`config.mk`:
```
export PLATFORM = sky130hd
export DESIGN_NAME = hicore_issue_queue
export DESIGN_NICKNAME = d
export VERILOG_FILES = /design/src/rtl/hicore_issue_queue_pkg.sv /design/src/rtl/hicore_issue_fifo_mem.sv /design/src/rtl/hicore_issue_queue.sv
export SDC_FILE = /design/constraint.sdc
export NUM_CORES = 1
export LEC_CHECK = 0
export ABC_AREA = 1
export CAP_MARGIN = 10
export CORE_AREA = 2 2 209 159
export CTS_CLUSTER_SIZE = 40
export DETAILED_ROUTE_END_ITERATION = 7
export DIE_AREA = 0 0 211 161
export PLACE_DENSITY = 0.81
export SLEW_MARGIN = 20
export SYNTH_ARGS = -nofsm -noshare
export SYNTH_HDL_FRONTEND = slang
export SYNTH_SLANG_ARGS = --single-unit
```
`constraint.sdc`:
```
create_clock -name clk -period 6.6 [get_ports clk]
set_input_delay 0.99 -clock clk [delete_from_list [all_inputs] [get_ports clk]]
set_output_delay 0.99 -clock clk [all_outputs]
set_load 0.02 [all_outputs]
```
`src/rtl/hicore_issue_queue_pkg.sv`:
```
// Shared HiCore issue-stage constants: FU channel count and indices, queue depth and payload width.
package hicore_issue_queue_pkg;

    localparam int HICORE_ISSUE_FU_NUM  = 5;
    localparam int HICORE_ISSUEQ_DEPTH  = 4;

    // Payload is the ALU-side operand bundle plus the decode-side side-band (rd, rob_ptr, pc/excp/irq).
    localparam int HICORE_ISSUE2ALU_INFO_W = 64;
    localparam int HICORE_DE2ISSUE_SIDE_W  = 32;
    localparam int HICORE_ISSUE_INFO_W     = HICORE_ISSUE2ALU_INFO_W + HICORE_DE2ISSUE_SIDE_W;

    localparam int HICORE_FU_BJP = 0;
    localparam int HICORE_FU_ALU = 1;
    localparam int HICORE_FU_AGU = 2;
    localparam int HICORE_FU_CSR = 3;
    localparam int HICORE_FU_NOP = 4;

endpackage

```
`src/rtl/hicore_issue_fifo_mem.sv`:
```
// DEPTH-entry register array with read/write pointers and occupancy; flush empties it on the next edge.
module hicore_issue_fifo_mem #(
    parameter int ENTRY_W = 102,
    parameter int DEPTH   = 4,
    parameter int PTR_W   = $clog2(DEPTH)
) (
    input  logic               clk,
    input  logic               rst_n,
    input  logic               flush,
    input  logic               wr_en,
    input  logic [ENTRY_W-1:0] wr_data,
    input  logic               rd_en,
    output logic [ENTRY_W-1:0] rd_data,
    output logic [PTR_W:0]     count,
    output logic               empty,
    output logic               full
);

    logic [ENTRY_W-1:0] mem [DEPTH];
    logic [PTR_W-1:0]   wr_ptr;
    logic [PTR_W-1:0]   rd_ptr;

    // Payload storage is deliberately not reset.
    always_ff @(posedge clk) begin
        if (wr_en && !flush) mem[wr_ptr] <= wr_data;
    end

    always_ff @(posedge clk or negedge rst_n) begin
        if (!rst_n) begin
            wr_ptr <= '0;
            rd_ptr <= '0;
            count  <= '0;
        end else if (flush) begin
            wr_ptr <= '0;
            rd_ptr <= '0;
            count  <= '0;
        end else begin
            if (wr_en) wr_ptr <= wr_ptr + PTR_W'(1);
            if (rd_en) rd_ptr <= rd_ptr + PTR_W'(1);
            case ({wr_en, rd_en})
                2'b10:   count <= count + (PTR_W+1)'(1);
                2'b01:   count <= count - (PTR_W+1)'(1);
                default: count <= count;
            endcase
        end
    end

    assign rd_data = mem[rd_ptr];
    assign empty   = (count == '0);
    assign full    = (count == (PTR_W+1)'(DEPTH));

endmodule

```
`src/rtl/hicore_issue_queue.sv`:
```
// In-order decode-to-issue queue steering the head entry to one of NUM_FU channels.
// Optional same-cycle empty-queue bypass enabled by defining HICORE_ISSUE_BYPASS_EN.
module hicore_issue_queue
    import hicore_issue_queue_pkg::*;
#(
    parameter int INFO_W = HICORE_ISSUE_INFO_W,
    parameter int NUM_FU = HICORE_ISSUE_FU_NUM,
    parameter int DEPTH  = HICORE_ISSUEQ_DEPTH,
    parameter int PTR_W  = $clog2(DEPTH)
) (
    input  logic              clk,
    input  logic              rst_n,
    input  logic              i_de2issue_valid,
    output logic              i_de2issue_ready,
    input  logic              i_de2issue_cancel,
    input  logic [NUM_FU-1:0] i_de2issue_sel,
    input  logic [INFO_W-1:0] i_de2issue_info,
    output logic [NUM_FU-1:0] o_fu_valid,
    input  logic [NUM_FU-1:0] i_fu_ready,
    output logic [INFO_W-1:0] o_fu_info,
    output logic              o_fu_cancel,
    output logic [PTR_W:0]    o_count,
    output logic              o_empty,
    output logic              o_full,
    output logic              o_sel_err
);

    localparam int ENTRY_W = INFO_W + NUM_FU + 1;
    localparam int CNT_W   = $clog2(NUM_FU + 1);

    logic [CNT_W-1:0]   sel_ones;
    logic               sel_legal;
    logic [ENTRY_W-1:0] head_entry;
    logic               head_err;
    logic [NUM_FU-1:0]  head_sel;
    logic [INFO_W-1:0]  head_info;
    logic               q_issue;
    logic [NUM_FU-1:0]  q_fu_valid;
    logic               pop;
    logic               push;
    logic               bypass_take;

    always_comb begin
        sel_ones = '0;
        for (int i = 0; i < NUM_FU; i++) sel_ones = sel_ones + CNT_W'(i_de2issue_sel[i]);
        sel_legal = (sel_ones == CNT_W'(1));
    end

    assign {head_err, head_sel, head_info} = head_entry;

    // An err entry never reaches an FU; it is simply drained.
    assign q_issue    = !o_empty && !i_de2issue_cancel && !head_err;
    assign q_fu_valid = head_sel & {NUM_FU{q_issue}};
    assign pop        = !o_empty && !i_de2issue_cancel && (head_err || |(q_fu_valid & i_fu_ready));

`ifdef HICORE_ISSUE_BYPASS_EN
    logic bypass_act;
    assign bypass_act  = o_empty && sel_legal && !i_de2issue_cancel;
    assign o_fu_valid  = bypass_act ? (i_de2issue_sel & {NUM_FU{i_de2issue_valid}}) : q_fu_valid;
    assign o_fu_info   = bypass_act ? i_de2issue_info : head_info;
    assign bypass_take = bypass_act && i_de2issue_valid && |(i_de2issue_sel & i_fu_ready);
`else
    assign o_fu_valid  = q_fu_valid;
    assign o_fu_info   = head_info;
    assign bypass_take = 1'b0;
`endif

    assign i_de2issue_ready = !o_full && !i_de2issue_cancel;
    assign push             = i_de2issue_valid && i_de2issue_ready && !bypass_take;

    hicore_issue_fifo_mem #(
        .ENTRY_W (ENTRY_W),
        .DEPTH   (DEPTH),
        .PTR_W   (PTR_W)
    ) u_fifo (
        .clk     (clk),
        .rst_n   (rst_n),
        .flush   (i_de2issue_cancel),
        .wr_en   (push),
        .wr_data ({!sel_legal, i_de2issue_sel, i_de2issue_info}),
        .rd_en   (pop),
        .rd_data (head_entry),
        .count   (o_count),
        .empty   (o_empty),
        .full    (o_full)
    );

    always_ff @(posedge clk or negedge rst_n) begin
        if (!rst_n) begin
            o_fu_cancel <= 1'b0;
            o_sel_err   <= 1'b0;
        end else begin
            o_fu_cancel <= i_de2issue_cancel;
            if (pop && head_err) o_sel_err <= 1'b1;
        end
    end

endmodule
```
==> flow_metrics.py <==
metrics = {
    "outcome": {
        "status": "finished clean",
    },
    "placed_design": {
        "numPortBuffers": 218,
        "gp_congestion": 0.794,
        "pre_cts_ws_ns": 2.52,
        "hpwl_um": 20700,
    },
    "clock_tree": {
        "cts_inserted_buffers": 41,
        "cts.sinks": 417,
        "ctsLongestPathBuffers": 3,
        "root_buffer": "clkbuf_16",
        "cts_tree": "built",
        "post-cts-setup-buffers": 0,
        "cts.repair.resized": 0,
        "clk_latency_ns": 0.54,
        "htreeDepth": 2,
        "cts_hold_buf": 0,
        "clkTransAtPathRegs_ns": 0.06,
    },
    "floorplanning": {
        "initial_core_util_pct": 49.3,
        "die_w_um": 211,
        "num_rows": 57,
        "dieHeight_um": 161,
        "ios": 219,
        "dieArea_um2": 34000,
        "core-area_um2": 32000,
    },
    "synthesis": {
        "yosysSeqAreaShare_pct": 79.0,
        "syn_area_per_cell_um2": 14.1,
        "synthMostInstantiatedCell": "edfxtp_1",
        "synthDistinctLibCells": 28,
        "yosys_warnings": 0,
        "ys_ff_latch": 417,
        "synthFlopType": "edfxtp_1",
        "yosys.area.top_type": "edfxtp_1",
        "synth_nets": 1235,
        "ys_top_cells_by_count": "edfxtp_1 (408), nor2_1 (214), o21ai_0 (197), o22ai_1 (96), clkbuf_1 (55)",
        "postSynth.asyncResetShare_pct": 2.16,
        "ys_top_cells_by_area": "edfxtp_1 (78%), o21ai_0 (6.2%), nor2_1 (5.1%)",
        "synth_edf_count": 408,
        "synth_area_um2": 15800,
        "synthCells": 1117,
        "synth_top_area_share_pct": 77.6,
    },
    "sta": {
        "min_period_over_period_pct": 68.7,
        "rsz0062_at_grt": "false",
        "skew_ns": 0.0127,
        "postLayoutSetupSlackWorst_ns": 2.07,
        "hold_violations": 0,
        "slew_viol_final": 0,
        "tightest_slew_ns": 0.959,
        "maxSlewHeadroom_pct": 36.1,
        "finalCriticalPeriod_ns": 4.53,
        "fin_tns_setup_ns": 0,
        "setup_viol": 0,
        "timing.fmax_mhz": 221,
    },
    "worst_setup_path": {
        "rr_endpoint": "u_fifo.count[2]$_DFFE_PN0P_",
        "timing.reg2reg.setup_slack_ns": 3.08,
        "path_max_fanout": 96,
        "worstSetupStartpointType": "flop",
        "worstPathRequired_ns": 5.61,
        "critPathKind": "flop to output pin",
        "endpoint_kind": "output pin",
        "worst-r2r-cell-count": 17,
        "arrival_ns": 3.54,
        "r2r_start": "u_fifo.rd_ptr[1]$_DFFE_PN0P_",
    },
    "hold_path": {
        "hold_start": "o_sel_err$_DFFE_PN0P_",
        "hold_path_depth": 1,
        "hold_path.class": "flop to flop",
        "min_to": "o_sel_err$_DFFE_PN0P_",
    },
    "global_routing": {
        "track_usage_pct": 20.5,
        "grt_start_max_net_pins": 164,
        "grt_pass1_wl_um": 53700,
        "grt_pass1_vias": 9774,
        "overflow": 0,
        "antenna_found_initial": 5,
    },
    "pwr": {
        "leakagePower_uw": 0.00666,
        "vdd_drop_max_v": 0.000227,
        "powerDensity_nw_per_um2": 391,
    },
    "flow_run": {
        "cap_violations": 0,
    },
    "finish": {
        "nNetsFinal": 1442,
        "drive_above_1_share_pct": 6.20,
        "n_fill_cell": 2315,
        "area_growth_pct": 25.5,
    },
    "route": {
        "viasPerCell": 5.55,
        "first_pass_iters": 5,
        "vias": 9816,
        "totalWireLength_um": 35300,
        "drt.antenna.violating_nets": 0,
        "drt_iter0_drc": 887,
        "wl_per_cell_um": 19.9,
        "route.detailed.drc": 0,
    },
}
## flip-flops by register name, summed over array words and instances, names as in the netlist
| register | cells |
|---|---|
| u_fifo.mem | 408 |
| u_fifo.count | 3 |
| u_fifo.rd_ptr | 2 |
| u_fifo.wr_ptr | 2 |
| o_fu_cancel | 1 |
| o_sel_err | 1 |
## cell families after synthesis
group                      Yosys count  share of synthesized area, %
AOI/OAI and AO/OA                  303                          10.4
buffers and inverters              105                          2.67
DFF                                417                          79.0
adders and majority gates            8                         0.776
xor gates and xnor gates             1                        0.0555
and+or+nand+nor                    283                          7.06
## worst max-delay path by stage
stage / end / startpoint / slack (ns) / depth (start not counted)
final: o_fu_info[68] / u_fifo.rd_ptr[0]$_DFFE_PN0P_ / 2.07 / 4
after global routing: o_fu_info[68] / u_fifo.rd_ptr[0]$_DFFE_PN0P_ / 1.94 / 4
after CTS: o_fu_info[37] / u_fifo.rd_ptr[0]$_DFFE_PN0P_ / 1.94 / 5
after detailed placement: o_fu_info[37] / u_fifo.rd_ptr[0]$_DFFE_PN0P_ / 2.52 / 5
after global placement: o_fu_info[46] / u_fifo.rd_ptr[0]$_DFFE_PN0P_ / 2.59 / 5
after floorplan: u_fifo.mem[0][0]$_DFFE_PP_ / i_de2issue_cancel / 0.1 / 3
## cell type report
| class | instances | area (um2) | area share (%) |
|---|---|---|---|
| Antenna cell | 2 | 5.00 | 0.0252 |
| Clock buffer | 49 | 1100 | 5.54 |
| Clock inverter | 25 | 294 | 1.48 |
| Inverter | 38 | 151 | 0.763 |
| Multi-Input combinational cell | 595 | 2930 | 14.8 |
| Sequential cell | 417 | 12500 | 63.0 |
| Tap cell | 413 | 517 | 2.61 |
| Timing Repair Buffer | 231 | 2350 | 11.9 |
## routing by layer
metal | global-route usage [%] | routed length (um)
met3 | 4.82 | 2850
met5 | 0 | 20
met4 | 6.27 | 811
met2 | 32.9 | 16600
met1 | 28.2 | 15000
## report_power, final
group	switching, uW	internal [uW]
clock network	932	1460
registers	80.0	3070
logic	1360	841
total	2370	5370
## placed cells by master, fill, tap and decap left out, drive strengths merged, types with 7 or more instances in the layout
master         instances
bufinv                 7
o22ai                 96
clkdlybuf4s50        218
o21ai                201
buf                   13
inv                   38
nand3                 17
dfrtp                  9
clkbuf                49
nand2                 43
clkinv                17
edfxtp               408
nor2                 215
## critical path: stages, from the launching register on
cell and delay [ns]:
dfrtp_4 0.78, buf_4 0.82, o21ai_0 0.29, o22ai_1 0.35, clkdlybuf4s50_1 0.68
## metrics by stage
| step | cell area (um2) | util [%] | std cells | hold slack, ns | total power (uW) |
|---|---|---|---|---|---|
| after floorplan | 15800 | - | 1117 | 0.516 | 4430 |
| after global placement | 18400 | 57.5 | 1693 | 0.468 | 5370 |
| after detailed placement | 18400 | 57.5 | 1694 | 0.474 | 5410 |
| after CTS | 19800 | 61.9 | 1768 | 0.491 | 7810 |
| after global routing | 19800 | 61.9 | 1769 | 0.521 | 8080 |
| final | 19800 | 61.9 | 1770 | 0.484 | 7750 |
(Power assumes the default switching activity.)
